## src/rtl/mu0_pkg.sv

```systemverilog
// mu0_pkg: shared definitions for the parametrised MU0 core.
//   - 4-bit opcode constants (opcode is always the top nibble of ir)
//   - control state encoding
//   - bit positions inside the {C, N, Z} flags bus
package mu0_pkg;

  localparam logic [3:0] OP_LDA = 4'h0;
  localparam logic [3:0] OP_STA = 4'h1;
  localparam logic [3:0] OP_ADD = 4'h2;
  localparam logic [3:0] OP_SUB = 4'h3;
  localparam logic [3:0] OP_JMP = 4'h4;
  localparam logic [3:0] OP_JGE = 4'h5;
  localparam logic [3:0] OP_JNE = 4'h6;
  localparam logic [3:0] OP_STP = 4'h7;
  localparam logic [3:0] OP_LDI = 4'h8;
  localparam logic [3:0] OP_AND = 4'h9;
  localparam logic [3:0] OP_OR  = 4'hA;
  localparam logic [3:0] OP_ADC = 4'hB;
  localparam logic [3:0] OP_JCS = 4'hC;

  typedef enum logic [1:0] {
    ST_FETCH = 2'd0,
    ST_EXEC  = 2'd1,
    ST_HALT  = 2'd2
  } state_t;

  localparam int FLAG_Z = 0;
  localparam int FLAG_N = 1;
  localparam int FLAG_C = 2;

  // Opcodes whose EXECUTE phase reads memory.
  function automatic logic op_reads(input logic [3:0] op);
    return (op == OP_LDA) || (op == OP_ADD) || (op == OP_SUB) ||
           (op == OP_AND) || (op == OP_OR)  || (op == OP_ADC);
  endfunction

endpackage

```

## src/rtl/mu0_alu.sv

```systemverilog
// mu0_alu: combinational accumulator datapath.
// Ports:
//   i_acc    current accumulator
//   i_mem    memory operand (or zero-extended immediate for LDI)
//   i_c      current carry flag
//   i_op     opcode
//   o_result new accumulator value (only meaningful for acc-writing ops)
//   o_carry  new carry (equals i_c for ops that do not touch C)
module mu0_alu
  import mu0_pkg::*;
#(
  parameter int DATA_W = 16
) (
  input  logic [DATA_W-1:0] i_acc,
  input  logic [DATA_W-1:0] i_mem,
  input  logic              i_c,
  input  logic [3:0]        i_op,
  output logic [DATA_W-1:0] o_result,
  output logic              o_carry
);

  logic [DATA_W:0] w_sum;

  always_comb begin
    w_sum    = '0;
    o_result = i_mem;
    o_carry  = i_c;
    case (i_op)
      OP_ADD: begin
        w_sum    = {1'b0, i_acc} + {1'b0, i_mem};
        o_result = w_sum[DATA_W-1:0];
        o_carry  = w_sum[DATA_W];
      end
      OP_ADC: begin
        w_sum    = {1'b0, i_acc} + {1'b0, i_mem} + {{DATA_W{1'b0}}, i_c};
        o_result = w_sum[DATA_W-1:0];
        o_carry  = w_sum[DATA_W];
      end
      OP_SUB: begin
        // C is "no borrow": set when the unsigned subtraction does not wrap.
        o_result = i_acc - i_mem;
        o_carry  = (i_acc >= i_mem);
      end
      OP_AND:  o_result = i_acc & i_mem;
      OP_OR:   o_result = i_acc | i_mem;
      default: o_result = i_mem;  // LDA / LDI pass the operand through
    endcase
  end

endmodule

```

## src/rtl/mu0_param.sv

```systemverilog
// mu0_param: parametrised two-phase (fetch/execute) MU0 accumulator core
// with memory-ready stalls, carry flag and an explicit HALT state.
// Ports:
//   clk, rst        clock, synchronous active-high reset
//   data_in         memory read data, valid when mem_ready=1
//   mem_ready       memory completes the current access this cycle
//   data_out        write data (always the accumulator)
//   address         memory address (pc in FETCH/HALT, operand in EXECUTE)
//   memory_read     read request
//   memory_write    write request (STA execute)
//   fetch, halted   state is FETCH / HALT
//   acc, pc         architectural registers
//   flags           {C, N, Z}
module mu0_param
  import mu0_pkg::*;
#(
  parameter int DATA_W = 16,
  parameter int ADDR_W = DATA_W - 4
) (
  input  logic              clk,
  input  logic              rst,
  input  logic [DATA_W-1:0] data_in,
  input  logic              mem_ready,
  output logic [DATA_W-1:0] data_out,
  output logic [ADDR_W-1:0] address,
  output logic              memory_read,
  output logic              memory_write,
  output logic              fetch,
  output logic              halted,
  output logic [DATA_W-1:0] acc,
  output logic [ADDR_W-1:0] pc,
  output logic [2:0]        flags
);

  if (ADDR_W != DATA_W - 4) begin : g_bad_addr_w
    $error("mu0_param: ADDR_W must equal DATA_W-4");
  end
  if (DATA_W < 8) begin : g_bad_data_w
    $error("mu0_param: DATA_W must be at least 8");
  end

  state_t              r_state, w_next;
  logic [DATA_W-1:0]   r_ir, r_acc;
  logic [ADDR_W-1:0]   r_pc;
  logic                r_c;

  logic [3:0]          w_op;
  logic [ADDR_W-1:0]   w_opd;
  logic                w_stall, w_jump, w_acc_we, w_c_we;
  logic [DATA_W-1:0]   w_alu_mem, w_alu_res;
  logic                w_alu_c;

  assign w_op  = r_ir[DATA_W-1 -: 4];
  assign w_opd = r_ir[ADDR_W-1:0];

  // A pending memory access without mem_ready freezes every register.
  // HALT and non-memory EXECUTE never request, so they never stall.
  assign w_stall = (memory_read | memory_write) & ~mem_ready;

  // ---- state register ----
  always_ff @(posedge clk) begin
    if (rst) r_state <= ST_FETCH;
    else     r_state <= w_next;
  end

  // ---- next state ----
  always_comb begin
    w_next = r_state;
    case (r_state)
      ST_FETCH: if (!w_stall) w_next = ST_EXEC;
      ST_EXEC:  if (!w_stall) w_next = (w_op == OP_STP) ? ST_HALT : ST_FETCH;
      default:  w_next = ST_HALT;
    endcase
  end

  // ---- outputs (pure function of state and ir, so stable across stalls) ----
  always_comb begin
    address      = r_pc;
    memory_read  = 1'b0;
    memory_write = 1'b0;
    fetch        = 1'b0;
    halted       = 1'b0;
    case (r_state)
      ST_FETCH: begin
        memory_read = 1'b1;
        fetch       = 1'b1;
      end
      ST_EXEC: begin
        address      = w_opd;
        memory_read  = op_reads(w_op);
        memory_write = (w_op == OP_STA);
      end
      default: halted = 1'b1;
    endcase
  end

  // ---- datapath ----
  assign w_alu_mem = (w_op == OP_LDI) ? DATA_W'(w_opd) : data_in;

  mu0_alu #(.DATA_W(DATA_W)) u_alu (
    .i_acc    (r_acc),
    .i_mem    (w_alu_mem),
    .i_c      (r_c),
    .i_op     (w_op),
    .o_result (w_alu_res),
    .o_carry  (w_alu_c)
  );

  always_comb begin
    w_acc_we = op_reads(w_op) || (w_op == OP_LDI);
    w_c_we   = (w_op == OP_ADD) || (w_op == OP_SUB) || (w_op == OP_ADC);
    case (w_op)
      OP_JMP:  w_jump = 1'b1;
      OP_JGE:  w_jump = ~r_acc[DATA_W-1];
      OP_JNE:  w_jump = |r_acc;
      OP_JCS:  w_jump = r_c;
      default: w_jump = 1'b0;
    endcase
  end

  always_ff @(posedge clk) begin
    if (rst) begin
      r_ir  <= '0;
      r_pc  <= '0;
      r_acc <= '0;
      r_c   <= 1'b0;
    end else if (!w_stall) begin
      case (r_state)
        ST_FETCH: begin
          r_ir <= data_in;
          r_pc <= r_pc + ADDR_W'(1);
        end
        ST_EXEC: begin
          if (w_acc_we) r_acc <= w_alu_res;
          if (w_c_we)   r_c   <= w_alu_c;
          if (w_jump)   r_pc  <= w_opd;
        end
        default: ;
      endcase
    end
  end

  assign data_out = r_acc;
  assign acc      = r_acc;
  assign pc       = r_pc;
  assign flags    = {r_c, r_acc[DATA_W-1], (r_acc == '0)};

endmodule

```

## config.mk

```make
export PLATFORM = sky130hd
export DESIGN_NAME = mu0_param
export DESIGN_NICKNAME = d
export VERILOG_FILES = /design/src/rtl/mu0_pkg.sv /design/src/rtl/mu0_alu.sv /design/src/rtl/mu0_param.sv
export SDC_FILE = /design/constraint.sdc
export NUM_CORES = 1
export LEC_CHECK = 0
export BUFFER_PORTS_ARGS = -buffer_cell sky130_fd_sc_hd__buf_2
export CAP_MARGIN = 10
export CELL_PAD_IN_SITES_DETAIL_PLACEMENT = 0
export CELL_PAD_IN_SITES_GLOBAL_PLACEMENT = 2
export CORE_ASPECT_RATIO = 0.8
export CORE_MARGIN = 2
export CORE_UTILIZATION = 33
export DETAILED_ROUTE_END_ITERATION = 8
export PLACE_DENSITY = 0.81
export SLEW_MARGIN = 20
export SYNTH_ARGS = -nofsm -noshare
export SYNTH_HDL_FRONTEND = slang
export SYNTH_SLANG_ARGS = --single-unit
```

## constraint.sdc

```tcl
create_clock -name clk -period 4.9 [get_ports clk]
set_input_delay 0.735 -clock clk [delete_from_list [all_inputs] [get_ports clk]]
set_output_delay 0.735 -clock clk [all_outputs]
set_load 0.03 [all_outputs]
```

==> impl_metrics.yaml, run 1 <==
pwr:
  total_power_mw: 1.45
  vdd_drop_max_mv: 0.141
  leakage_nw: 2.68
  p_per_area_mw_per_mm2: 232
drt:
  ant_nets: 0
  post_drt_wl_per_cell_um: 20.3
  drt_iter0_drc: 505
  drc: 0
  vias_per_cell: 5.78
  vias: 6147
  drt_wl_total_mm: 21.6
  dr.pass1.iters: 5
setup_path:
  crit_family: "compound AO/OA/AOI/OAI gates"
  slowest_delay_ns: 0.55
  rr_startpoint: "r_ir[13]$_SDFFE_PP0P_"
  setup.worst_path.end_class: "flip-flop"
  worstSetupStartpoint: "r_ir[13]$_SDFFE_PP0P_"
  cp.arrival_ns: 4.84
  rr_worst_depth: 13
  critPathMaxFanout: 10
  cp-start-kind: "flip-flop"
  critPathRequiredTime_ns: 5.11
  worstSetupPathType: "flip-flop to flip-flop"
  critical_path.slowest_cell: "a31oi_1"
  critPathBufInv: 1
  r2r_end: "r_c$_SDFFE_PP0P_"
  crit_path_cell_trace: "nand2b_1 -> or3_1 -> buf_4 -> mux2i_1 -> ha_1 -> a2111oi_2 -> o21ai_1 -> a31oi_1 -> o21ai_0 -> xnor2_1 -> and3_1 -> a31oi_1 -> o31ai_1"
  worst_path_most_repeated_cell: "a31oi_1"
  crit_path_end: "r_c$_SDFFE_PP0P_"
  r2r_slack_ns: 0.26
  cp.depth: 13
timing:
  period_share_pct: 94.6
  fin_setup_tns_ns: 0
  final.min_clock_period_ns: 4.64
  timing.hold.ws_ns: 0.476
  finalHoldViolCount: 0
  worst_slew_pin_slew_ns: 1.12
  report.final.slew_viol_count: 0
  grt_setup_unrepaired: "false"
  finalSetupViolations: 0
  slew_headroom_pct: 25.1
  fmax_mhz: 216
  clock_skew_ns: 0.00735
yosys:
  syn_area_mm2: 0.00563
  syn-num-nets: 889
  synth_edf_count: 0
  async_flop_share_pct: 0
  avgSynthCellArea_um2: 6.93
  yosys.area_share.simple_pct: 22.9
  synth_xor_area_share_pct: 5.62
  synth_top_family_by_area: "compound AO/OA/AOI/OAI gates"
  ys_seq_area_share_pct: 16.7
  synth-warning-count: 0
  synthMuxAreaShare_pct: 3.07
  syn-instance-count: 812
  synthAdderAreaFrac_pct: 13.2
  synth_top_flop_cell: "dfxtp_1"
  synth_compound_gate_area_share_pct: 28.7
  synth_seq_cells: 47
  ys_types: 68
global_route:
  met3_usage_pct: 4.87
  met2_usage_pct: 34.4
  grt_overflow_total: 0
  top_usage_layer: "met1"
  antenna_found_initial: 0
  gr-usage-met1_pct: 35.1
  grt_pass1_vias: 5719
  grt_max_degree: 50
  grtUsageTotal_pct: 23.7
  grt_pass1_wl_mm: 33.0
cts:
  cts_max_level: 2
  clock_sinks: 47
  ctsHoldBuffers: 0
  cts_tree: "done"
  cts_setup_buffers: 0
  cts_buffers: 5
  clkTransAtPathRegs_ns: 0.08
  insertion_delay_ns: 0.31
  clock-root-buffer: "clkbuf_16"
  post_cts_resized: 0
  ctsLongestPathBuffers: 2
place:
  post-dp-hpwl_mm: 16.0
  gp_congestion: 0.958
  io_buffers: 81
worst_hold_path:
  hold_path_class: "flip-flop to flip-flop"
status:
  status: "completed"
floorplan:
  num_rows: 42
  dieHeight_um: 121
  die_area_mm2: 0.0181
  start_util_pct: 33.9
  core_mm2: 0.0166
  fp.dieW_um: 150
  ioPinCount: 82
cells_and_area:
  syn2layout_area_growth_pct: 10.7
  utilization_pct: 37.5
  drive_above_1_share_pct: 14.9
  layout.nets: 919
flow_run:
  cap_violations: 0
==> worst min-delay path by stage <==
stage,startpoint,endpoint,slack [ns],cells after the start
after floorplan,r_ir[2]$_SDFFE_PP0P_,r_ir[2]$_SDFFE_PP0P_,0.44,2
after global placement,r_ir[9]$_SDFFE_PP0P_,r_ir[9]$_SDFFE_PP0P_,0.46,2
after detailed placement,r_ir[4]$_SDFFE_PP0P_,r_ir[4]$_SDFFE_PP0P_,0.47,2
after CTS,r_ir[4]$_SDFFE_PP0P_,r_ir[4]$_SDFFE_PP0P_,0.48,2
after global routing,r_ir[9]$_SDFFE_PP0P_,r_ir[9]$_SDFFE_PP0P_,0.50,2
final,r_ir[4]$_SDFFE_PP0P_,r_ir[4]$_SDFFE_PP0P_,0.48,2
==> cells by family after synthesis <==
logic type                 after synthesis
adders and majority gates               58
xor gates and xnor gates                34
DFF                                     47
AOI/OAI and AO/OA                      255
buffers and inverters                  123
and+or+nand+nor                        278
muxes                                   17
==> tightest hold or removal path, stage by stage (launching register included) <==
cell and delay (ns):
dfxtp_1 0.32, nand2_1 0.06, a21oi_1 0.05
==> Yosys cell counts (10+ instances only) <==
cell type	number	area share, %
xnor2_1	26	4.0
a21oi_1	80	7.1
o21ai_0	74	6.6
nor3_1	17	1.5
mux2i_1	15	2.7
nand3_1	19	1.7
clkbuf_1	33	2.2
dfxtp_1	47	17
a221oi_1	13	2.0
o211ai_1	11	1.5
inv_1	53	3.5
a31oi_1	10	1.1
nor2_1	67	4.5
nand2_1	113	7.5
buf_4	20	2.7
ha_1	56	12
==> layer usage <==
layer | vias to the layer above | wire length, um
met2 | 213 | 9220
met5 | - | 0
met1 | 2986 | 10500
li1 | 2918 | -
met4 | 0 | 440
met3 | 30 | 1390
==> registers in the layout, indices dropped and copies added (netlist names) <==
signal	flops
acc	16
pc	12
r_state	2
r_ir	16
r_c	1
==> cells in the final DEF (no fill, tap or decap), types with 19 or more instances in the layout <==
master	netlist	routed
nand2_1	113	113
nand3_1	19	19
ha_1	56	56
o21ai_0	74	74
nor2_1	67	66
a21oi_1	80	80
dfxtp_1	47	47
buf_2	8	81
inv_1	53	53
xnor2_1	26	26
==> where the power goes <==
group / internal (mW) / switching, mW
sequential: 0.401 / 0.0286
combinational: 0.191 / 0.402
clock: 0.242 / 0.183
total: 0.834 / 0.613
==> stage by stage <==
step | instances | instance area (um2) | setup slack (ns)
2_1_floorplan | 812 | 5630 | 0.722
4_1_cts | 1063 | 6220 | 0.317
6_report | 1064 | 6230 | 0.264
3_3_place_gp | 1055 | 6050 | 0.407
5_1_grt | 1063 | 6230 | 0.0513
3_5_place_dp | 1055 | 6050 | 0.382
==> area by class of cell <==
class | count | area [um2]
fillers | 1828 | 10400
multi-input cells | 642 | 4160
flip-flops and latches | 47 | 941
repair buffers | 91 | 480
well taps | 220 | 275
inverters | 55 | 206
clock buffers | 5 | 125
clock inverters | 3 | 43.8
diodes | 1 | 2.50
No activity file was read; power rests on OpenSTA's default activity.
==> run 2, diff against run 1 <==
--- a/config.mk
+++ b/config.mk
@@ -12,6 +12,7 @@
 export CORE_ASPECT_RATIO = 0.8
 export CORE_MARGIN = 2
 export CORE_UTILIZATION = 33
+export CTS_BUF_LIST = sky130_fd_sc_hd__clkbuf_4
 export DETAILED_ROUTE_END_ITERATION = 8
 export PLACE_DENSITY = 0.81
 export SLEW_MARGIN = 20
==> impl_metrics.yaml, run 2 (synthesis gave the netlist of run 1 again) <==
status:
  status: "completed"
setup_path:
  critical_path.slowest_cell: "a31oi_1"
  worstSetupPathType: "flip-flop to flip-flop"
  critPathMaxFanout: 10
  cp.arrival_ns: 4.99
  setup.worst_path.end_class: "flip-flop"
  slowest_delay_ns: 0.52
  crit_path_cell_trace: "nand2b_1 -> or3_1 -> buf_4 -> mux2i_1 -> ha_1 -> a2111oi_2 -> o21ai_1 -> a31oi_1 -> o21ai_0 -> xnor2_1 -> and3_1 -> a31oi_1 -> o31ai_1"
  cp-start-kind: "flip-flop"
  critPathRequiredTime_ns: 5.25
  worst_path_most_repeated_cell: "a31oi_1"
timing:
  finalHoldViolCount: 0
  fin_setup_tns_ns: 0
  period_share_pct: 94.7
  worst_slew_pin_slew_ns: 1.13
  clock_skew_ns: 0.0144
  slew_headroom_pct: 24.8
  fmax_mhz: 215
  grt_setup_unrepaired: "false"
  finalSetupViolations: 0
  report.final.slew_viol_count: 0
  final.min_clock_period_ns: 4.64
place:
  dp_cells: 1055
  post-dp-hpwl_mm: 16.0
  gp_congestion: 0.958
  io_buffers: 81
  placed_cell_area_mm2: 0.00605
flow_run:
  cap_violations: 0
global_route:
  grtUsageTotal_pct: 23.7
  antenna_found_initial: 0
  grt_overflow_total: 0
  grt_pass1_wl_mm: 32.9
  grt_pass1_vias: 5710
  grt_max_degree: 50
floorplan:
  fp.dieW_um: 150
  start_util_pct: 33.9
  die_area_mm2: 0.0181
  ioPinCount: 82
  core_mm2: 0.0166
  dieHeight_um: 121
  num_rows: 42
pwr:
  clockPowerShare_pct: 21.3
  switching_power_uw: 599
  p_int_uw: 700
  pwr-share-comb_pct: 45.5
  total_power_mw: 1.30
  p_sw_share_pct: 46.1
  leakage_nw: 2.64
  vdd_drop_max_mv: 0.150
  p_seq_share_pct: 33.2
  p_per_area_mw_per_mm2: 211
cells_and_area:
  syn2layout_area_growth_pct: 9.14
  fin_area_mm2: 0.00614
  multi_input_area_mm2: 0.00416
  fill_cells: 1835
  layout.nets: 919
  layout_common_cells: "nand2_1 (113), buf_2 (81), a21oi_1 (80)"
  n_antenna_cell: 0
  drive_above_1_share_pct: 14.9
  finalNonFillerCells: 1063
  register_area_um2: 941
  layout_commonest_cell: "nand2_1"
cts:
  post_cts_resized: 0
  clock-root-buffer: "clkbuf_4"
  ctsHoldBuffers: 0
  cts_setup_buffers: 0
  cts_tree: "done"
  insertion_delay_ns: 0.43
  clkTransAtPathRegs_ns: 0.18
  clock_sinks: 47
  cts_buffers: 5
  cts_max_level: 2
  ctsLongestPathBuffers: 2
drt:
  dr.pass1.iters: 5
  drt_wl_total_mm: 21.6
  drc: 0
  vias: 6049
  drt_iter0_drc: 485
  vias_per_cell: 5.69
  ant_nets: 0
  post_drt_wl_per_cell_um: 20.3
worst_hold_path:
  hold_path_class: "flip-flop to flip-flop"
==> run 2: cell types whose count changed in the layout (fill, tap and decap cells not counted) <==
cell       before  now
diode_2         1    0
clkbuf_4        0    5
clkbuf_16       5    0
==> run 2: metrics by stage <==
stage	hold slack, ns	setup slack, ns	util (%)
after CTS	0.489	0.299	36.9
after floorplan	0.444	0.722	-
final	0.487	0.259	37.0
after detailed placement	0.466	0.382	36.5
after global routing	0.508	0.0333	37.0
after global placement	0.462	0.407	36.5
==> run 2: worst paths after layout <==
check             slack, ns             startpoint  depth (start not counted)              endpoint
setup / recovery       0.26  r_ir[13]$_SDFFE_PP0P_                         13      r_c$_SDFFE_PP0P_
hold / removal         0.49   r_ir[4]$_SDFFE_PP0P_                          2  r_ir[4]$_SDFFE_PP0P_
setup reg to reg       0.26  r_ir[13]$_SDFFE_PP0P_                         13      r_c$_SDFFE_PP0P_
hold reg to reg        0.49   r_ir[4]$_SDFFE_PP0P_                          2  r_ir[4]$_SDFFE_PP0P_
==> run 2: area by class of cell <==
cell class	instances	share of cell area, %
Multi-Input combinational cell	642	67.7
Sequential cell	47	15.3
Timing Repair Buffer	91	7.82
Tap cell	220	4.48
Inverter	55	3.36
Clock inverter	3	0.713
Clock buffer	5	0.611
==> run 2: power groups by stage <==
stage | Clock [mW] | Combinational, mW | Sequential (mW)
after floorplan | 0 | 0.412 | 0.449
after global placement | 0 | 0.580 | 0.438
after detailed placement | 0 | 0.580 | 0.439
after CTS | 0.282 | 0.584 | 0.431
after global routing | 0.295 | 0.645 | 0.434
final | 0.277 | 0.591 | 0.431
==> run 2: layer usage <==
layer / vias to the layer above / global-route usage [%] / share of wire [%]
li1: 2913 / - / -
met3: 27 / 4.79 / 6.7
met5: - / 0 / 0
met4: 0 / 6.96 / 1.9
met2: 203 / 34.4 / 43
met1: 2906 / 35.0 / 48
==> run 2: critical path, delay by kind of cell (launching register included) <==
| kind | cells | cell delay [ns] |
|---|---|---|
| adder cells (fa/ha/maj) | 1 | 0.43 |
| flip-flops | 1 | 0.34 |
| multiplexers | 1 | 0.40 |
| buffers and inverters | 1 | 0.27 |
| AO/OA/AOI/OAI | 6 | 1.75 |
| XOR/XNOR | 1 | 0.36 |
| AND/OR/NAND/NOR | 3 | 1.01 |
